### config.mk
export PLATFORM = sky130hd
export DESIGN_NAME = execute_exception_sequencer
export DESIGN_NICKNAME = d
export VERILOG_FILES = /design/src/rtl/execute_exception_sequencer.sv
export SDC_FILE = /design/constraint.sdc
export NUM_CORES = 1
export LEC_CHECK = 0
export CORE_UTILIZATION = 42
export CTS_CLUSTER_DIAMETER = 60
export DETAILED_ROUTE_END_ITERATION = 8
export PLACE_DENSITY = 0.8
export SYNTH_ARGS = -nofsm -noshare
export SYNTH_HDL_FRONTEND = slang
export SYNTH_SLANG_ARGS = --single-unit
### constraint.sdc
create_clock -name iCLOCK -period 3.73 [get_ports iCLOCK]
set_input_delay 0.9325 -clock iCLOCK [delete_from_list [all_inputs] [get_ports iCLOCK]]
set_output_delay 0.9325 -clock iCLOCK [all_outputs]
set_load 0.005 [all_outputs]
### src/rtl/execute_exception_sequencer.sv
`timescale 1ns/1ps
// Execute-stage exception/IRQ event sequencer: picks an exception or IRQ, latches its vector,
// then walks HOLD -> START -> F2B -> B2F -> END and presents the vector on END.
module execute_exception_sequencer #(
  parameter int P_DRAIN_CYCLES = 2,
  parameter int P_WAIT_TIMEOUT = 255
) (
  input  logic        iCLOCK,
  input  logic        iRESET,
  input  logic        iRESET_SYNC,
  input  logic        iEXCEPT_VALID,
  input  logic [6:0]  iEXCEPT_NUM,
  input  logic [31:0] iEXCEPT_FI0R,
  input  logic [31:0] iEXCEPT_FI1R,
  input  logic        iIRQ_REQ,
  input  logic [6:0]  iIRQ_NUM,
  input  logic        iIRQ_ENABLE,
  input  logic        iFRONT2BACK_DONE,
  input  logic        iBACK2FRONT_DONE,
  output logic        oEVENT_HOLD,
  output logic        oEVENT_START,
  output logic        oEVENT_IRQ_FRONT2BACK,
  output logic        oEVENT_IRQ_BACK2FRONT,
  output logic        oEVENT_END,
  output logic        oIRQ_ACK,
  output logic        oINT_VALID,
  output logic [6:0]  oINT_NUM,
  output logic [31:0] oINT_FI0R,
  output logic [31:0] oINT_FI1R,
  output logic        oBUSY,
  output logic        oTIMEOUT
);

  typedef enum logic [2:0] {S_IDLE, S_HOLD, S_START, S_F2B, S_B2F, S_END} state_t;

  typedef struct packed {
    logic [6:0]  num;
    logic [31:0] fi0;
    logic [31:0] fi1;
  } vec_t;

  localparam logic [7:0] DRAIN_LAST = 8'(P_DRAIN_CYCLES - 1);
  localparam logic [7:0] WAIT_LAST  = 8'(P_WAIT_TIMEOUT - 1);

  state_t     state_q;
  logic [7:0] cnt_q;
  logic       src_irq_q;
  vec_t       vec_q;
  logic       hold_q, start_q, f2b_q, b2f_q, end_q, ack_q, busy_q, timeout_q;

  // One counter serves both the drain count in HOLD and the handshake wait in F2B/B2F.
  always_ff @(posedge iCLOCK or posedge iRESET) begin
    if (iRESET) begin
      state_q   <= S_IDLE;
      cnt_q     <= '0;
      src_irq_q <= 1'b0;
      vec_q     <= '0;
      {hold_q, start_q, f2b_q, b2f_q, end_q, ack_q, busy_q, timeout_q} <= '0;
    end else if (iRESET_SYNC) begin
      state_q   <= S_IDLE;
      cnt_q     <= '0;
      src_irq_q <= 1'b0;
      vec_q     <= '0;
      {hold_q, start_q, f2b_q, b2f_q, end_q, ack_q, busy_q, timeout_q} <= '0;
    end else begin
      hold_q  <= 1'b0;
      start_q <= 1'b0;
      end_q   <= 1'b0;
      ack_q   <= 1'b0;
      case (state_q)
        S_IDLE: begin
          if (iEXCEPT_VALID || (iIRQ_REQ && iIRQ_ENABLE)) begin
            state_q   <= S_HOLD;
            cnt_q     <= '0;
            hold_q    <= 1'b1;
            busy_q    <= 1'b1;
            src_irq_q <= !iEXCEPT_VALID;
            if (iEXCEPT_VALID) vec_q <= vec_t'{iEXCEPT_NUM, iEXCEPT_FI0R, iEXCEPT_FI1R};
            else               vec_q <= vec_t'{iIRQ_NUM, 32'h0, 32'h0};
          end
        end
        S_HOLD: begin
          if (cnt_q == DRAIN_LAST) begin
            state_q <= S_START;
            start_q <= 1'b1;
            cnt_q   <= '0;
          end else begin
            cnt_q <= cnt_q + 8'd1;
          end
        end
        S_START: begin
          state_q <= S_F2B;
          f2b_q   <= 1'b1;
          cnt_q   <= '0;
        end
        S_F2B: begin
          if (iFRONT2BACK_DONE) begin
            state_q <= S_B2F;
            f2b_q   <= 1'b0;
            b2f_q   <= 1'b1;
            cnt_q   <= '0;
          end else if (cnt_q == WAIT_LAST) begin
            state_q   <= S_END;
            f2b_q     <= 1'b0;
            timeout_q <= 1'b1;
            end_q     <= 1'b1;
            ack_q     <= src_irq_q;
          end else begin
            cnt_q <= cnt_q + 8'd1;
          end
        end
        S_B2F: begin
          if (iBACK2FRONT_DONE || (cnt_q == WAIT_LAST)) begin
            state_q <= S_END;
            b2f_q   <= 1'b0;
            end_q   <= 1'b1;
            ack_q   <= src_irq_q;
            if (!iBACK2FRONT_DONE) timeout_q <= 1'b1;
          end else begin
            cnt_q <= cnt_q + 8'd1;
          end
        end
        S_END: begin
          state_q <= S_IDLE;
          busy_q  <= 1'b0;
        end
        default: state_q <= S_IDLE;
      endcase
    end
  end

  assign oEVENT_HOLD           = hold_q;
  assign oEVENT_START          = start_q;
  assign oEVENT_IRQ_FRONT2BACK = f2b_q;
  assign oEVENT_IRQ_BACK2FRONT = b2f_q;
  assign oEVENT_END            = end_q;
  assign oINT_VALID            = end_q;
  assign oIRQ_ACK              = ack_q;
  assign oBUSY                 = busy_q;
  assign oTIMEOUT              = timeout_q;
  assign oINT_NUM              = vec_q.num;
  assign oINT_FI0R             = vec_q.fi0;
  assign oINT_FI1R             = vec_q.fi1;

endmodule
==> results.json <==
{
  "status": "complete, no violations",
  "final_max_slew_viol_count": 0,
  "post_cts_buffers": 0,
  "syn_to_final_growth_pct": 51.4,
  "synth-xor-area-share_pct": 0,
  "hold_ws_ns": 0.484,
  "hold_buffers": 0,
  "die_h_um": 96.6,
  "grt_pass1_vias": 3212,
  "synth_cell_types": 46,
  "synth_nets": 390,
  "initial_utilization_pct": 43.4,
  "drive_above_1_share_pct": 7.53,
  "setup_viol": 0,
  "die_x_um": 96.6,
  "critPathKind": "in -> reg",
  "drt-wirelength-per-cell_um": 17.3,
  "synth_fa_ha_area_share_pct": 0.998,
  "first_pass_iters": 5,
  "crit_fanout": 10,
  "cap_violations": 0,
  "netlist_area_mm2": 0.00376,
  "syn_inst": 301,
  "port_buffers": 165,
  "dp_hpwl_um": 7140,
  "synth_compound_area_share_pct": 23.6,
  "antenna_found_initial": 0,
  "worstHoldPathType": "reg -> reg",
  "critPathCaptureType": "register",
  "cp-startpoint": "iRESET_SYNC",
  "synth_top_family_by_area": "compound AO/OA/AOI/OAI gates",
  "period_share_pct": 63.3,
  "fin_nets": 549,
  "tns_ns": 0,
  "ys_seq_elements": 91,
  "max_freq_mhz": 424,
  "syn_avg_cell_area_um2": 12.5,
  "yosys_most_used_dff": "dfrtp_1",
  "clkTransAtPathRegs_ns": 0.09,
  "layout.cells.non_filler": 573,
  "cts.path.max_buffers": 2,
  "antenna_cells": 0,
  "viasPerCell": 5.51,
  "power.total_mw": 2.81,
  "seq_area_frac_synth_pct": 60.5,
  "synthArstFlopShare_pct": 100,
  "pin_count": 166,
  "synth.area.mux_share_pct": 2.16,
  "rsz0062_at_grt": "no",
  "overflow": 0,
  "critical_path_arrival_ns": 2.66,
  "required_ns": 4.03,
  "cts_sinks": 91,
  "synth_simple_gate_area_share_pct": 8.21,
  "hold_start": "src_irq_q$_DFFE_PP0P_",
  "tightest_slew_ns": 0.750,
  "cts_tree": "yes",
  "cts_made_buffers": 9,
  "max_slew_margin_pct": 50.0,
  "ant_nets": 0,
  "crit_path_start_kind": "input pin",
  "grt_start_max_net_pins": 73,
  "grtUsageTotal_pct": 22.1,
  "post-route-util_pct": 65.6,
  "grt_pass1_wl_um": 16600,
  "num_rows": 34,
  "h-tree-depth": 3,
  "vias": 3155,
  "drcViolationCount": 0,
  "wl_um": 9940,
  "finClkSkew_ns": 0.00855,
  "hold_viol_final": 0,
  "place.gp.congestion": 0.911,
  "yosys_warnings": 0,
  "synth_edf_count": 0,
  "core_mm2": 0.00868,
  "clk_latency_ns": 0.36,
  "die_area_mm2": 0.00934,
  "drt-initial-drc-count": 138,
  "dp.cells": 557,
  "p_per_area_mw_per_mm2": 494,
  "root_buffer": "clkbuf_8",
  "reg2reg_from": "state_q[1]$_DFFE_PP0P_",
  "p_leak_nw": 2.55,
  "ir_worst_vdd_mv": 0.440,
  "finalCriticalPeriod_ns": 2.36,
  "postCtsResizedCells": 0
}
==> power breakdown <==
group | leakage [nW] | internal (mW) | switching (mW)
registers | 1.23 | 1.15 | 0.127
logic | 1.22 | 0.518 | 0.374
clock network | 0.0980 | 0.274 | 0.370
==> per-stage QoR <==
stage / cell area (um^2) / setup WS (ns)
4_1_cts: 5700 / 1.44
6_report: 5700 / 1.37
3_5_place_dp: 5500 / 1.05
2_1_floorplan: 3760 / 0.434
3_3_place_gp: 5500 / 1.15
5_1_grt: 5700 / 1.30
==> worst paths after layout <==
kind,slack (ns),cells past startpoint,endpoint
worst max-delay path,1.37,5,cnt_q[6]$_DFFE_PP0P_
worst min-delay path,0.48,2,src_irq_q$_DFFE_PP0P_
worst max register to register,1.81,6,cnt_q[7]$_DFFE_PP0P_
worst min register to register,0.48,2,src_irq_q$_DFFE_PP0P_
max in group asynchronous,2.04,3,oINT_FI1R[26]$_DFFE_PP0P_
min in group asynchronous,1.00,2,cnt_q[2]$_DFFE_PP0P_
==> sequential cells by signal, summed over array words and instances, names as in the netlist <==
register / flops
oBUSY: 1
oINT_FI1R: 32
oEVENT_START: 1
oINT_NUM: 7
oEVENT_IRQ_FRONT2BACK: 1
oIRQ_ACK: 1
oEVENT_IRQ_BACK2FRONT: 1
oEVENT_HOLD: 1
oTIMEOUT: 1
oINT_FI0R: 32
oEVENT_END: 1
cnt_q: 8
state_q: 3
src_irq_q: 1
==> worst max-delay path, cell delays in order <==
cell,delay (ns)
clkdlybuf4s50_1,0.60
nor3_1,0.48
a31oi_2,0.23
o21ai_0,0.25
a22o_1,0.17
==> kinds of logic (layout without fill, tap and decap cells) <==
group,count (synthesis),after routing
DFF,91,91
adders and majority gates,3,3
muxes,8,8
and+or+nand+nor,54,54
buffers and inverters,30,194
AOI/OAI and AO/OA,115,115
==> cell type report <==
type,instances,area (um^2)
fillers,675,2980
flip-flops and latches,91,2280
repair buffers,171,1730
multi-input cells,180,1330
clock buffers,10,138
well taps,108,135
clock inverters,6,57.6
inverters,7,27.5
==> placed cells by master, fill, tap and decap left out, types with 4 or more instances in the layout <==
master and n:
o21ai_0 12, o21ai_1 10, nor3_1 7, a22o_1 70, mux2i_1 7, nand3_1 4, inv_1 5, nor2_1 9
nand2_1 12, a21oi_1 6, clkdlybuf4s50_1 165, clkbuf_8 10, dfrtp_1 91
==> cell usage after synthesis (2+ instances only) <==
cell	count	area, um^2
o21ai_0	12	60.1
buf_6	4	45.0
and2b_1	3	22.5
nand2_1	12	45.0
and3_2	2	15.0
o21bai_1	2	15.0
ha_1	3	37.5
mux2i_1	7	70.1
o21ai_1	10	50.1
buf_2	17	85.1
nand3_1	4	20.0
a22o_1	70	613
dfrtp_1	91	2280
a21o_1	2	15.0
nor3_1	7	35.0
inv_1	6	22.5
a21oi_2	2	17.5
a31oi_1	3	18.8
and3_1	4	25.0
a21oi_1	6	30.0
nor2_1	9	33.8
==> layer usage <==
layer / vias up / wire length, um / global-route usage, %
met5: - / 0 / 0
met4: 0 / 139 / 5.05
met3: 14 / 663 / 6.07
met2: 163 / 4880 / 37.4
met1: 1529 / 4250 / 28.2
li1: 1449 / - / -
No activity file was read; power rests on OpenSTA's default activity.
